`config.mk`:
```
export PLATFORM = sky130hd
export DESIGN_NAME = md5_msg_sched
export DESIGN_NICKNAME = d
export VERILOG_FILES = /design/src/rtl/md5_msg_sched.sv
export SDC_FILE = /design/constraint.sdc
export NUM_CORES = 2
export LEC_CHECK = 0
export CORE_ASPECT_RATIO = 1.25
export CORE_MARGIN = 2
export CORE_UTILIZATION = 25
export DETAILED_ROUTE_END_ITERATION = 7
export PLACE_DENSITY = 0.55
export SETUP_SLACK_MARGIN = 0.5
export SYNTH_ARGS = -nofsm -noshare
export SYNTH_HDL_FRONTEND = slang
export SYNTH_SLANG_ARGS = --single-unit
```
`constraint.sdc`:
```
create_clock -name clk -period 5.8 [get_ports clk]
set_input_delay 1.16 -clock clk [delete_from_list [all_inputs] [get_ports clk]]
set_output_delay 1.16 -clock clk [all_outputs]
set_load 0.01 [all_outputs]
```
`src/rtl/md5_msg_sched.sv`:
```
// MD5 message scheduler: packs an ASCII byte stream into padded 512-bit blocks,
// drives the compression core, chains A/B/C/D and streams the digest as ASCII hex.
`timescale 1ns/1ps
module md5_msg_sched #(
    parameter int HEX_LOWER = 1
) (
    input  logic         clk,
    input  logic         reset,
    input  logic         byte_valid,
    input  logic [7:0]   byte_data,
    input  logic         byte_last,
    output logic         byte_ready,
    output logic         blk_start,
    output logic [511:0] blk_data,
    output logic [31:0]  iv_a,
    output logic [31:0]  iv_b,
    output logic [31:0]  iv_c,
    output logic [31:0]  iv_d,
    input  logic         core_done,
    input  logic [31:0]  core_a,
    input  logic [31:0]  core_b,
    input  logic [31:0]  core_c,
    input  logic [31:0]  core_d,
    output logic [127:0] digest,
    output logic         digest_valid,
    output logic         hex_valid,
    output logic [7:0]   hex_data,
    input  logic         hex_ready
);

    localparam logic [31:0] IV_A = 32'h67452301;
    localparam logic [31:0] IV_B = 32'hEFCDAB89;
    localparam logic [31:0] IV_C = 32'h98BADCFE;
    localparam logic [31:0] IV_D = 32'h10325476;

    typedef enum logic [1:0] {S_FILL, S_ISSUE, S_WAIT, S_HEX} state_t;

    state_t         r_state;
    state_t         w_state_nxt;
    logic [511:0]   r_blk;
    logic [6:0]     r_cnt;
    logic [63:0]    r_len;
    logic           r_tail_pend;
    logic           r_final;
    logic           r_tail80;
    logic [5:0]     r_nib;
    logic [31:0]    r_a, r_b, r_c, r_d;
    logic [127:0]   r_digest;
    logic           r_dvld;
    logic           r_armed;

    logic           w_accept;
    logic [6:0]     w_n;
    logic [63:0]    w_len_inc;
    logic [511:0]   w_fill_blk;
    logic [511:0]   w_tail_blk;
    logic [31:0]    w_sum_a, w_sum_b, w_sum_c, w_sum_d;
    logic [7:0]     w_dig_byte;
    logic [3:0]     w_nibble;
    logic [7:0]     w_hex_char;

    assign w_accept  = (r_state == S_FILL) && r_armed && byte_valid;
    assign w_n       = r_cnt + 7'd1;
    assign w_len_inc = r_len + 64'd8;
    assign w_sum_a   = r_a + core_a;
    assign w_sum_b   = r_b + core_b;
    assign w_sum_c   = r_c + core_c;
    assign w_sum_d   = r_d + core_d;

    // Block image after writing the offered byte, with padding when it is the last one
    always_comb begin
        w_fill_blk = r_blk;
        for (int i = 0; i < 64; i++) begin
            if (7'(i) == r_cnt) begin
                w_fill_blk[8*i +: 8] = byte_data;
            end else if (byte_last && (7'(i) == w_n)) begin
                w_fill_blk[8*i +: 8] = 8'h80;
            end
        end
        if (byte_last && (w_n <= 7'd55)) begin
            w_fill_blk[511:448] = w_len_inc;
        end
    end

    always_comb begin
        w_tail_blk          = '0;
        w_tail_blk[7:0]     = r_tail80 ? 8'h80 : 8'h00;
        w_tail_blk[511:448] = r_len;
    end

    always_comb begin
        w_dig_byte = r_digest[{r_nib[4:1], 3'b000} +: 8];
        w_nibble   = r_nib[0] ? w_dig_byte[3:0] : w_dig_byte[7:4];
        if (w_nibble < 4'd10) begin
            w_hex_char = 8'h30 + {4'h0, w_nibble};
        end else begin
            w_hex_char = ((HEX_LOWER != 0) ? 8'h57 : 8'h37) + {4'h0, w_nibble};
        end
    end

    always_ff @(posedge clk) begin
        if (reset) begin
            r_state <= S_FILL;
        end else begin
            r_state <= w_state_nxt;
        end
    end

    always_comb begin
        w_state_nxt = r_state;
        byte_ready  = 1'b0;
        blk_start   = 1'b0;
        hex_valid   = 1'b0;
        hex_data    = 8'h00;
        case (r_state)
            S_FILL: begin
                byte_ready = r_armed;
                if (w_accept && (byte_last || (r_cnt == 7'd63))) begin
                    w_state_nxt = S_ISSUE;
                end
            end
            S_ISSUE: begin
                blk_start   = 1'b1;
                w_state_nxt = S_WAIT;
            end
            S_WAIT: begin
                if (core_done) begin
                    if (r_tail_pend) begin
                        w_state_nxt = S_ISSUE;
                    end else if (r_final) begin
                        w_state_nxt = S_HEX;
                    end else begin
                        w_state_nxt = S_FILL;
                    end
                end
            end
            S_HEX: begin
                hex_valid = 1'b1;
                hex_data  = w_hex_char;
                if (hex_ready && (r_nib == 6'd31)) begin
                    w_state_nxt = S_FILL;
                end
            end
            default: w_state_nxt = S_FILL;
        endcase
    end

    always_ff @(posedge clk) begin
        if (reset) begin
            r_blk       <= '0;
            r_cnt       <= '0;
            r_len       <= '0;
            r_tail_pend <= 1'b0;
            r_final     <= 1'b0;
            r_tail80    <= 1'b0;
            r_nib       <= '0;
            r_a         <= IV_A;
            r_b         <= IV_B;
            r_c         <= IV_C;
            r_d         <= IV_D;
            r_digest    <= '0;
            r_dvld      <= 1'b0;
            r_armed     <= 1'b0;
        end else begin
            r_armed <= 1'b1;
            r_dvld  <= (r_state == S_WAIT) && core_done && !r_tail_pend && r_final;
            case (r_state)
                S_FILL: begin
                    if (w_accept) begin
                        r_blk <= w_fill_blk;
                        r_cnt <= w_n;
                        r_len <= w_len_inc;
                        if (byte_last) begin
                            r_final     <= (w_n <= 7'd55);
                            r_tail_pend <= (w_n > 7'd55);
                            r_tail80    <= (w_n == 7'd64);
                        end else if (r_cnt == 7'd63) begin
                            r_final     <= 1'b0;
                            r_tail_pend <= 1'b0;
                        end
                    end
                end
                S_WAIT: begin
                    if (core_done) begin
                        r_a <= w_sum_a;
                        r_b <= w_sum_b;
                        r_c <= w_sum_c;
                        r_d <= w_sum_d;
                        if (r_tail_pend) begin
                            r_blk       <= w_tail_blk;
                            r_tail_pend <= 1'b0;
                            r_tail80    <= 1'b0;
                            r_final     <= 1'b1;
                        end else if (r_final) begin
                            r_digest <= {w_sum_d, w_sum_c, w_sum_b, w_sum_a};
                            r_nib    <= '0;
                        end else begin
                            r_blk <= '0;
                            r_cnt <= '0;
                        end
                    end
                end
                S_HEX: begin
                    if (hex_ready) begin
                        if (r_nib == 6'd31) begin
                            r_a     <= IV_A;
                            r_b     <= IV_B;
                            r_c     <= IV_C;
                            r_d     <= IV_D;
                            r_cnt   <= '0;
                            r_len   <= '0;
                            r_blk   <= '0;
                            r_final <= 1'b0;
                        end else begin
                            r_nib <= r_nib + 6'd1;
                        end
                    end
                end
                default: ;
            endcase
        end
    end

    assign blk_data     = r_blk;
    assign iv_a         = r_a;
    assign iv_b         = r_b;
    assign iv_c         = r_c;
    assign iv_d         = r_d;
    assign digest       = r_digest;
    assign digest_valid = r_dvld;

endmodule

```
==> results.cfg <==
[timing]
timing.setup.tns_ps = 0
finalHoldViolCount = 0
setup_viol = 0
final.period_utilization_pct = 88.4
period_minus_slack_ps = 5130
setup_ws_ps = 675
max_slew_margin_pct = 17.9
rsz0062_at_grt = no
tightest_slew_ps = 1230
clock-skew-final_ps = 50.6
fmax_mhz = 195
final_max_slew_viol_count = 0

[global_route]
grt_overflow = 0
grt_pass1_wl_um = 294000
first_global_vias = 39000
grt_max_degree = 208
antenna_found_initial = 11
grt_use_total_pct = 24.4
top_usage_layer = met2
met1_usage_pct = 28.2
met3_usage_pct = 5.29
use_met2_pct = 41.4

[logic_synthesis]
yosys_warnings = 0
yosysTopAreaCellShare_pct = 42.0
synth_simple_gate_area_share_pct = 17.0
synth_compound_gate_area_share_pct = 27.0
syn_inst = 4765
ys_ff_latch = 849
synth_top_cell_by_area = dfxtp_1
synth.distinct_cells = 102
synth_ff_type = dfxtp_1
syn_area_sq_um = 40500
synthMuxAreaShare_pct = 2.49
synth_xor_area_share_pct = 3.31
synthTopCellsByArea = dfxtp_1, a22oi_1, nor2_1, a21oi_1, ha_1
synth_area_per_cell_sq_um = 8.49
synth_top_family_by_area = compound AO/OA/AOI/OAI gates
synthAdderAreaFrac_pct = 4.28
synth_nets = 5043
synthArstFlopShare_pct = 0
ys_seq_area_share_pct = 42.0
synth_edf_count = 0

[die]
dieHeight_um = 454
boundaryPins = 922
die_area_sq_um = 165000
die_x_um = 364
rows = 165
start_util_pct = 25.1
core_sq_um = 161000

[run]
cap_violations = 0

[critical_path]
critical_path_arrival_ps = 3970
cp_cell_sequence = buf_12, mux4_2, mux4_2, mux2i_4, ha_1, nand2_1, or3_1, a21oi_1, clkdlybuf4s50_1
max_stage_delay_ps = 580
critPathMaxFanout = 14
crit_type = flip-flop to primary output
crit_top_cell = mux4_2
critPathLaunchType = flip-flop
cp-end-kind = primary output
cp.required_ps = 4640
crit_slowest_cell = clkdlybuf4s50_1

[clock_network]
clk_pin_slew_ps = 60
cts-root-buf = clkbuf_16
cts_tree = yes
clk_latency_ps = 720
cts_sinks = 849
clock_path_buffers = 3
cts_made_buffers = 95
htree_levels = 3
cts_hold_buf = 0

[layout]
seq_area_sq_um = 17000
nFillCells = 16600
area_growth_pct = 36.5
nets = 5795
fin_area_sq_um = 55200
drive_gt1_share_pct = 7.38
multi_input_area_sq_um = 22000

[detailed_routing]
ant_nets = 0
drtIter0Drc = 4203
vias_per_cell = 5.33
drc_errors = 0
drt_first_pass_iters = 7
vias = 41500
wl_per_cell_um = 27.1
routed_wirelength_um = 211000

[place]
dpl.hpwl_um = 158000
postPlaceCellArea_sq_um = 51700
place_congestion = 0.972
numPortBuffers = 920
dp_slack_ps = 1060

[power]
max-vdd-ir-drop_mv = 0.236
power_leakage_nw = 19.1
power_density_nw_per_um2 = 372

[worst_hold_path]
hp-class = flip-flop to flip-flop

[status]
status = completed
[cells in the mapped netlist (all sizes together), types with 24 or more instances]
library cell / n
nand4: 26
a21o: 57
a21oi: 394
a211oi: 98
o21ai: 242
nand3: 101
nand2b: 25
xor2: 59
xnor2: 93
inv: 50
o22ai: 28
nor2: 867
nand2: 377
mux4: 40
o22a: 29
buf: 97
a31oi: 27
clkbuf: 232
o31ai: 63
a22o: 60
o21a: 24
nor3: 63
dfxtp: 849
ha: 132
and3: 40
a22oi: 452
[repair_timing]
item | 4_1_cts | 5_1_grt
resized for setup | 2 | 4
cloned | 1 | 0
setup buffers | 1 | 1
hold endpoints to repair | 0 | 0
setup endpoints to repair | 3 | 1
[cells in the final DEF, fill, tap and decap left out, types with 32 or more instances in the layout]
master | synthesis | layout
a211oi_1 | 85 | 85
a21o_1 | 57 | 57
a21oi_1 | 392 | 392
a22o_1 | 60 | 60
a22oi_1 | 452 | 452
and3_1 | 39 | 32
buf_4 | 16 | 52
clkbuf_16 | 0 | 96
clkdlybuf4s50_1 | 0 | 919
dfxtp_1 | 849 | 846
ha_1 | 132 | 132
inv_1 | 49 | 48
mux4_2 | 40 | 40
nand2_1 | 375 | 374
nand3_1 | 98 | 96
nor2_1 | 861 | 855
nor3_1 | 62 | 62
o21ai_0 | 206 | 206
o21ai_1 | 33 | 32
o31ai_2 | 54 | 54
xnor2_1 | 92 | 92
xor2_1 | 59 | 59
[critical path, delay by kind of cell, from the launching register on]
kind	cells	cell delay [ps]
DFF	1	480
buffers and inverters	2	780
and+or+nand+nor	2	370
muxes	3	1240
AOI/OAI and AO/OA	1	160
adders and majority gates	1	210
[power breakdown]
part / switching, W / internal (W)
Combinational: 0.00454 / 0.00252
Sequential: 0.000590 / 0.00631
Clock: 0.00282 / 0.00379
[final cells by class]
| class | count | area share [%] |
|---|---|---|
| multi-input combinational | 3536 | 39.9 |
| clock inverter | 47 | 1.21 |
| timing repair buffer | 984 | 17.9 |
| sequential | 849 | 30.8 |
| tap | 2171 | 4.92 |
| clock buffer | 131 | 4.95 |
| antenna | 9 | 0.0408 |
| inverter | 51 | 0.349 |
[final timing paths]
check / cells after the start / endpoint / start / slack, ps
worst max-delay path: 9 / hex_data[2] / r_nib[1] / 670
worst min-delay path: 2 / digest[79] / digest[79] / 490
worst max register to register: 7 / digest[57] / r_state[1] / 1450
worst min register to register: 2 / digest[79] / digest[79] / 490
[metal layers]
metal / part of all wire [%] / up-vias
li1: - / 18800
met1: 38 / 20200
met2: 48 / 2006
met3: 8.0 / 384
met4: 5.8 / 6
met5: 0.017 / -
[registers in the layout, summed over array words and instances, names as in the netlist, 2 cells and up]
| name | cells |
|---|---|
| blk_data | 512 |
| digest | 128 |
| iv_a | 32 |
| iv_b | 32 |
| iv_c | 32 |
| iv_d | 32 |
| r_cnt | 7 |
| r_len | 61 |
| r_nib | 6 |
| r_state | 2 |
[logic make-up (layout without fill, tap and decap cells)]
kind of cell,Yosys count,after routing
simple gates,1605,1605
compound gates,1592,1592
flops,849,849
buf+inv,380,1213
xor+xnor,152,152
fa+ha+maj,136,136
mux,50,50
other cells,1,10
[per-stage QoR]
| stage | total power (W) | std cells | utilization, % | hold slack (ps) |
|---|---|---|---|---|
| after floorplan | 0.0107 | 4765 | - | 461 |
| after global placement | 0.0140 | 7588 | 32.1 | 467 |
| after detailed placement | 0.0140 | 7588 | 32.1 | 472 |
| after CTS | 0.0207 | 7768 | 34.2 | 480 |
| after global routing | 0.0214 | 7775 | 34.2 | 495 |
| final | 0.0206 | 7778 | 34.2 | 485 |
No activity file was read; power rests on OpenSTA's default activity.
